$ cat config.mk
export PLATFORM = sky130hd
export DESIGN_NAME = mem_arbiter
export DESIGN_NICKNAME = d
export VERILOG_FILES = /design/src/rtl/mem_arbiter.sv
export SDC_FILE = /design/constraint.sdc
export NUM_CORES = 1
export LEC_CHECK = 0
export ABC_AREA = 1
export BUFFER_PORTS_ARGS = -buffer_cell sky130_fd_sc_hd__buf_2
export CAP_MARGIN = 0
export CORE_MARGIN = 3
export CORE_UTILIZATION = 42
export DETAILED_ROUTE_END_ITERATION = 8
export PLACE_DENSITY = 0.84
export SETUP_SLACK_MARGIN = 0.2
export SLEW_MARGIN = 20
export SYNTH_ARGS = -nofsm -noshare
export SYNTH_HDL_FRONTEND = slang
export SYNTH_SLANG_ARGS = --single-unit
$ cat constraint.sdc
create_clock -name clk -period 1.85 [get_ports clk]
set_input_delay 0.185 -clock clk [delete_from_list [all_inputs] [get_ports clk]]
set_output_delay 0.185 -clock clk [all_outputs]
set_load 0.005 [all_outputs]
$ cat src/rtl/mem_arbiter.sv
`default_nettype none
// ============================================================================
// Module  : mem_arbiter
// Brief   : Round-robin req/gnt arbiter sharing one single-port memory between
//           requester ports A and B, with registered memory commands.
// Revision: 1.0 - initial release
// ============================================================================
module mem_arbiter #(
  parameter int ADDR_W = 5,
  parameter int DATA_W = 16,
  parameter int DEPTH  = 32
) (
  input  logic              clk,
  input  logic              reset,
  input  logic              a_req,
  input  logic              a_we,
  input  logic [ADDR_W-1:0] a_addr,
  input  logic [DATA_W-1:0] a_wdata,
  output logic              a_gnt,
  output logic              a_rvalid,
  output logic [DATA_W-1:0] a_rdata,
  input  logic              b_req,
  input  logic              b_we,
  input  logic [ADDR_W-1:0] b_addr,
  input  logic [DATA_W-1:0] b_wdata,
  output logic              b_gnt,
  output logic              b_rvalid,
  output logic [DATA_W-1:0] b_rdata,
  output logic              err,
  output logic [ADDR_W-1:0] mem_addr,
  output logic [DATA_W-1:0] mem_wdata,
  output logic              mem_re,
  output logic              mem_we,
  input  logic [DATA_W-1:0] mem_rdata
);

  typedef enum logic [1:0] {
    S_IDLE   = 2'd0,
    S_ISSUE  = 2'd1,
    S_RDWAIT = 2'd2
  } state_t;

  localparam logic [ADDR_W:0] c_depth = (ADDR_W+1)'(DEPTH);

  state_t              r_state, w_state_nxt;
  logic                r_ptr, w_ptr_nxt;       // 0: A has priority, 1: B
  logic                r_owner, w_owner_nxt;   // port of the outstanding command, 1 = B
  logic                r_rd, w_rd_nxt;
  logic                r_bad, w_bad_nxt;
  logic                r_a_gnt, w_a_gnt_nxt;
  logic                r_b_gnt, w_b_gnt_nxt;
  logic                r_err, w_err_nxt;
  logic                r_mem_re, w_mem_re_nxt;
  logic                r_mem_we, w_mem_we_nxt;
  logic [ADDR_W-1:0]   r_mem_addr, w_mem_addr_nxt;
  logic [DATA_W-1:0]   r_mem_wdata, w_mem_wdata_nxt;
  logic                r_a_rvalid, w_a_rvalid_nxt;
  logic                r_b_rvalid, w_b_rvalid_nxt;
  logic [DATA_W-1:0]   r_a_rdata, w_a_rdata_nxt;
  logic [DATA_W-1:0]   r_b_rdata, w_b_rdata_nxt;

  logic                w_pick_b;
  logic                w_sel_we;
  logic [ADDR_W-1:0]   w_sel_addr;
  logic [DATA_W-1:0]   w_sel_wdata;
  logic                w_legal;

  // B wins when it is the only requester, or when both ask and B holds priority
  assign w_pick_b    = b_req & (~a_req | r_ptr);
  assign w_sel_we    = w_pick_b ? b_we    : a_we;
  assign w_sel_addr  = w_pick_b ? b_addr  : a_addr;
  assign w_sel_wdata = w_pick_b ? b_wdata : a_wdata;
  assign w_legal     = ({1'b0, w_sel_addr} < c_depth);

  always_comb begin
    w_state_nxt     = r_state;
    w_ptr_nxt       = r_ptr;
    w_owner_nxt     = r_owner;
    w_rd_nxt        = r_rd;
    w_bad_nxt       = r_bad;
    w_mem_addr_nxt  = r_mem_addr;
    w_mem_wdata_nxt = r_mem_wdata;
    w_a_rdata_nxt   = r_a_rdata;
    w_b_rdata_nxt   = r_b_rdata;
    w_a_gnt_nxt     = 1'b0;
    w_b_gnt_nxt     = 1'b0;
    w_err_nxt       = 1'b0;
    w_mem_re_nxt    = 1'b0;
    w_mem_we_nxt    = 1'b0;
    w_a_rvalid_nxt  = 1'b0;
    w_b_rvalid_nxt  = 1'b0;

    case (r_state)
      S_IDLE: begin
        if (a_req | b_req) begin
          w_a_gnt_nxt     = ~w_pick_b;
          w_b_gnt_nxt     = w_pick_b;
          w_mem_addr_nxt  = w_sel_addr;
          w_mem_wdata_nxt = w_sel_wdata;
          w_mem_we_nxt    = w_sel_we & w_legal;
          w_mem_re_nxt    = ~w_sel_we & w_legal;
          w_err_nxt       = ~w_legal;
          w_owner_nxt     = w_pick_b;
          w_rd_nxt        = ~w_sel_we;
          w_bad_nxt       = ~w_legal;
          w_ptr_nxt       = ~w_pick_b;
          w_state_nxt     = S_ISSUE;
        end
      end
      S_ISSUE: begin
        w_state_nxt = r_rd ? S_RDWAIT : S_IDLE;
      end
      S_RDWAIT: begin
        // illegal reads still complete, but return zero instead of memory data
        if (r_owner) begin
          w_b_rdata_nxt  = r_bad ? '0 : mem_rdata;
          w_b_rvalid_nxt = 1'b1;
        end else begin
          w_a_rdata_nxt  = r_bad ? '0 : mem_rdata;
          w_a_rvalid_nxt = 1'b1;
        end
        w_state_nxt = S_IDLE;
      end
      default: begin
        w_state_nxt = S_IDLE;
      end
    endcase
  end

  always_ff @(posedge clk or posedge reset) begin
    if (reset) begin
      r_state     <= S_IDLE;
      r_ptr       <= 1'b0;
      r_owner     <= 1'b0;
      r_rd        <= 1'b0;
      r_bad       <= 1'b0;
      r_a_gnt     <= 1'b0;
      r_b_gnt     <= 1'b0;
      r_err       <= 1'b0;
      r_mem_re    <= 1'b0;
      r_mem_we    <= 1'b0;
      r_mem_addr  <= '0;
      r_mem_wdata <= '0;
      r_a_rvalid  <= 1'b0;
      r_b_rvalid  <= 1'b0;
      r_a_rdata   <= '0;
      r_b_rdata   <= '0;
    end else begin
      r_state     <= w_state_nxt;
      r_ptr       <= w_ptr_nxt;
      r_owner     <= w_owner_nxt;
      r_rd        <= w_rd_nxt;
      r_bad       <= w_bad_nxt;
      r_a_gnt     <= w_a_gnt_nxt;
      r_b_gnt     <= w_b_gnt_nxt;
      r_err       <= w_err_nxt;
      r_mem_re    <= w_mem_re_nxt;
      r_mem_we    <= w_mem_we_nxt;
      r_mem_addr  <= w_mem_addr_nxt;
      r_mem_wdata <= w_mem_wdata_nxt;
      r_a_rvalid  <= w_a_rvalid_nxt;
      r_b_rvalid  <= w_b_rvalid_nxt;
      r_a_rdata   <= w_a_rdata_nxt;
      r_b_rdata   <= w_b_rdata_nxt;
    end
  end

  assign a_gnt     = r_a_gnt;
  assign b_gnt     = r_b_gnt;
  assign a_rvalid  = r_a_rvalid;
  assign b_rvalid  = r_b_rvalid;
  assign a_rdata   = r_a_rdata;
  assign b_rdata   = r_b_rdata;
  assign err       = r_err;
  assign mem_addr  = r_mem_addr;
  assign mem_wdata = r_mem_wdata;
  assign mem_re    = r_mem_re;
  assign mem_we    = r_mem_we;

endmodule
`default_nettype wire

======== Yosys cells after proc, flatten, opt, wreduce, memory -nomap -nowiden ========
Index checks and enable logic that the tools add are counted.
cells by class
  equality and inequality tests ........... 3
  multiplexer cells ....................... 18
  bitwise gates (word level) .............. 7
  reduce and logical (&&, ||, !) cells .... 4
operator list
  operator                                       number
  2-to-1 mux 16 bit                              1
  2-to-1 mux 1 bit                               13
  AND reduction 2 bit                            3
  2-to-1 mux 5 bit                               1
  2-to-1 mux 2 bit                               2
  inverter 1 bit                                 4
  case mux 2 bit (2 select lines)                1
  == test 2 x 1 -> 1 bit, second input constant  1
  == test 2 bit, second input constant           1
  logical NOT 2 bit                              1
  != test 2 bit, second input constant           1
  OR 1 bit                                       2
  AND 1 bit                                      1
word-level totals
  register bits ........................... 64

======== Logic depth before layout (Yosys ltp) ========
  depth after elaboration ................. 7
  gate-level depth with buffers ........... 6

======== Worst setup path before layout ========
No wires, ideal clock.
  path type ............................... reg2reg
  from .................................... reg r_state[1]
  to ...................................... reg r_mem_wdata[7] (netlist: mem_wdata[7])
  library setup time ...................... 125 ps
  arrival ................................. 986 ps
  required time ........................... 1725 ps
  setup slack ............................. 739 ps
  stages on the path, launching flop included .. 6
  path buffers ............................ 1
  cells stage by stage .................... dfrtp_1 > nor2_4 > o21ai_4 > buf_4 > nand2_1 > nand3_1
between the ends
  longest elaborated chain between the ends .. 2
RTL lines
  item                           RTL line  text
  start, declared                45        state_t r_state, w_state_nxt;
  start signal, assigned         149       r_state <= w_state_nxt;
  logical NOT 2 bit              93        case (r_state)
  AND reduction 2 bit (no line)  --
  end signal, assigned           160       r_mem_wdata <= w_mem_wdata_nxt;
  end, declared                  56        logic [DATA_W-1:0] r_mem_wdata, w_mem_wdata_nxt;
Every way passes these cells.
A chain may end at the register's enable or synchronous reset.

======== Worst setup path after layout ========
  from .................................... reg r_state[0]
  to ...................................... reg r_b_rdata[9] (netlist: b_rdata[9])
between the ends
  longest elaborated chain between the ends .. 2
RTL lines
  item                           RTL line  text
  == test 2 bit                  93
  AND reduction 2 bit (no line)  --
  end signal, assigned           164       r_b_rdata <= w_b_rdata_nxt;
  end, declared                  60        logic [DATA_W-1:0] r_b_rdata, w_b_rdata_nxt;
Every way passes these cells.

==> results.sh <==
export IMPL_ant_nets=0
export IMPL_r2r_end="b_rdata[9]$_DFFE_PP0P_"
export IMPL_path_clk_slew_ns=0.07
export IMPL_rows=29
export IMPL_htree_levels=3
export IMPL_status="completed"
export IMPL_dp_hpwl_um=4590
export IMPL_wl_met2_um=3130
export IMPL_dr_max_layer_used="met4"
export IMPL_synth_cells=301
export IMPL_synth_compound_area_share_pct=8.75
export IMPL_post_cts_resized=0
export IMPL_antenna_found_initial=0
export IMPL_fp_dieW_um=87.7
export IMPL_rsz0062_at_grt="no"
export IMPL_slowest_delay_ns=0.42
export IMPL_total_power_mw=5.80
export IMPL_wl_met3_um=497
export IMPL_grt_usage_pct=17.8
export IMPL_numCtsBuffers=9
export IMPL_max_freq_mhz=773
export IMPL_clock_sinks=64
export IMPL_io_buffers=122
export IMPL_synth_seq_area_share_pct=57.1
export IMPL_synth_async_sr_flop_share_pct=100
export IMPL_vias_per_cell=5.03
export IMPL_r2r_slack_ns=0.56
export IMPL_maxSlewViolCount=0
export IMPL_diodes=0
export IMPL_crit_arrival_ns=1.48
export IMPL_die_area_sq_mm=0.00769
export IMPL_whs_endpoint="mem_addr[4]$_DFFE_PP0P_"
export IMPL_start_util_pct=43.7
export IMPL_yosys_cell_count_top_type="nand2_1"
export IMPL_vias=2525
export IMPL_hold_viol=0
export IMPL_fin_crit_ns=1.29
export IMPL_clk_path_buf_depth=2
export IMPL_synthFlopType="dfrtp_1"
export IMPL_p_leak_nw=2.05
export IMPL_drc=0
export IMPL_cap_violations=0
export IMPL_synthMuxAreaShare_pct=0
export IMPL_hold_buffers=1
export IMPL_slew_headroom_pct=58.2
export IMPL_worst_slew_pin_transition_ns=0.624
export IMPL_routed_wl_um=6480
export IMPL_gp_congestion=0.730
export IMPL_tns_ns=0
export IMPL_min_period_over_period_pct=69.9
export IMPL_reg2reg_from="r_state[0]$_DFFE_PP0P_"
export IMPL_power_density_mw_per_mm2=1610
export IMPL_syn_cell_area_sq_mm=0.00280
export IMPL_cp_slowest_cell="dfrtp_1"
export IMPL_required_ns=2.04
export IMPL_grt_pass1_vias=2428
export IMPL_hold_class="in2reg"
export IMPL_grt_pass1_wl_um=10700
export IMPL_wl_per_cell_um=12.9
export IMPL_endpoint_kind="flip-flop"
export IMPL_cts_tree="built"
export IMPL_dr_first_iter_drc_count=82
export IMPL_clock_latency_ns=0.32
export IMPL_synth_edf_count=0
export IMPL_synthAdderAreaFrac_pct=0
export IMPL_synthTopCellsByCount="nand2_1 (75), dfrtp_1 (64), nand3_1 (44), inv_1 (40), nand4_1 (14)"
export IMPL_skew_ns=0.00520
export IMPL_startpoint="r_state[0]$_DFFE_PP0P_"
export IMPL_design_core_area_sq_mm=0.00642
export IMPL_met1Wirelength_um=2720
export IMPL_synth_simple_area_share_pct=23.4
export IMPL_synth_area_top_cells="dfrtp_1 (57%), nand2_1 (10%), nand3_1 (7.9%), inv_1 (5.4%), buf_6 (3.2%)"
export IMPL_cp_max_fo=33
export IMPL_grt_remaining_overflow=0
export IMPL_nets=485
export IMPL_area_growth_pct=28.6
export IMPL_setup_violations=0
export IMPL_cts_setup_buffers=0
export IMPL_cp_cell_sequence="inv_1, nand3_4, nand2_1, o21ai_0"
export IMPL_synth_top_area_share_pct=57.1
export IMPL_drtPass1Iterations=4
export IMPL_mappedNetlistNets=365
export IMPL_drive_above_1_share_pct=37.2
export IMPL_rr_worst_depth=4
export IMPL_cp_start_kind="flip-flop"
export IMPL_hold_start="a_addr[4]"
export IMPL_ir_drop_mv=0.540
export IMPL_synth_top_area_cell="dfrtp_1"
export IMPL_synth_distinct_cells=21
export IMPL_hold_depth=3
export IMPL_io_pins=124
export IMPL_synth_seq_cells=64
export IMPL_ys_warn_count=0
export IMPL_synth_top_family_by_area="simple AND/OR/NAND/NOR gates"
export IMPL_die_h_um=87.7
export IMPL_crit_type="reg2reg"
export IMPL_cts_root_buf="clkbuf_8"
export IMPL_syn_mean_instance_area_sq_um=9.32
export IMPL_synthXorXnorAreaFrac_pct=0
export IMPL_grt_max_degree=65
worst max path at each step:
stage	to	slack, ns	cells after the start
finish	b_rdata[9]$_DFFE_PP0P_	0.56	4
CTS	b_rdata[9]$_DFFE_PP0P_	0.55	4
floorplan	mem_wdata[7]$_DFFE_PP0P_	0.74	5
global placement	mem_wdata[12]$_DFFE_PP0P_	0.57	4
global route	b_rdata[9]$_DFFE_PP0P_	0.46	4
detailed placement	mem_wdata[9]$_DFFE_PP0P_	0.49	4
worst max-delay path: cells and delay by family (launching register included):
| kind | cells | cell delay, ns |
|---|---|---|
| buffers and inverters | 1 | 0.15 |
| DFF | 1 | 0.42 |
| AOI/OAI and AO/OA | 1 | 0.11 |
| and+or+nand+nor | 2 | 0.47 |
state kept, by name (all words and copies together) (netlist names):
register / count
mem_wdata: 16
r_owner: 1
r_ptr: 1
b_rdata: 16
mem_we: 1
a_rdata: 16
r_rd: 1
mem_addr: 5
mem_re: 1
a_gnt: 1
b_gnt: 1
r_state: 2
a_rvalid: 1
b_rvalid: 1
cells in the final DEF (no fill, tap or decap):
master,netlist,final
bufinv_16,0,1
nor2_4,2,2
nor2_1,3,3
nand4_1,14,14
nand3_2,1,1
nand2_2,1,1
clkinvlp_4,0,1
buf_2,6,122
dfrtp_1,64,64
clkinv_2,0,3
o21ai_0,12,12
o21ai_1,12,12
o21ai_2,10,10
o21ai_4,1,1
buf_12,0,1
dlygate4sd3_1,0,1
buf_4,3,3
a21oi_4,1,1
inv_1,40,39
conb_1,1,1
nand3_1,44,44
nand3_4,1,1
nand2_1,75,75
clkbuf_1,0,1
a21oi_1,1,1
clkbuf_8,0,10
cell families after synthesis:
group	after synthesis
buf+inv	58
flops	64
other cells	1
simple gates	141
compound gates	37
per-stage QoR:
stage | hold slack (ns) | setup slack (ns) | utilization [%] | instance area (sq um) | instances
detailed placement | 0.309 | 0.494 | 53.1 | 3410 | 486
floorplan | 0.316 | 0.739 | - | 2810 | 301
global route | 0.101 | 0.457 | 56.2 | 3610 | 502
global placement | 0.294 | 0.568 | 53.1 | 3410 | 486
finish | 0.102 | 0.556 | 56.2 | 3610 | 502
CTS | 0.0904 | 0.547 | 56.2 | 3610 | 502
report_power, final:
group	total [mW]	switching [mW]	internal (mW)	leakage [nW]
Sequential	2.46	0.380	2.08	0.784
Combinational	2.20	1.24	0.964	1.17
Clock	1.14	0.496	0.645	0.0989
routing by layer:
| layer | vias to the layer above | track usage (%) |
|---|---|---|
| met4 | 0 | 7.25 |
| li1 | 1202 | - |
| met2 | 113 | 30.3 |
| met3 | 19 | 6.11 |
| met1 | 1191 | 20.5 |
| met5 | - | 0 |
final cells by class:
type	count	area [sq um]
inverter	40	154
sequential	64	1600
fill	605	2820
clock inverter	4	45.0
timing repair buffer	127	663
clock buffer	11	141
multi-input combinational	179	906
tap	77	96.3
Note: power is estimated with default switching activity, not from simulation.
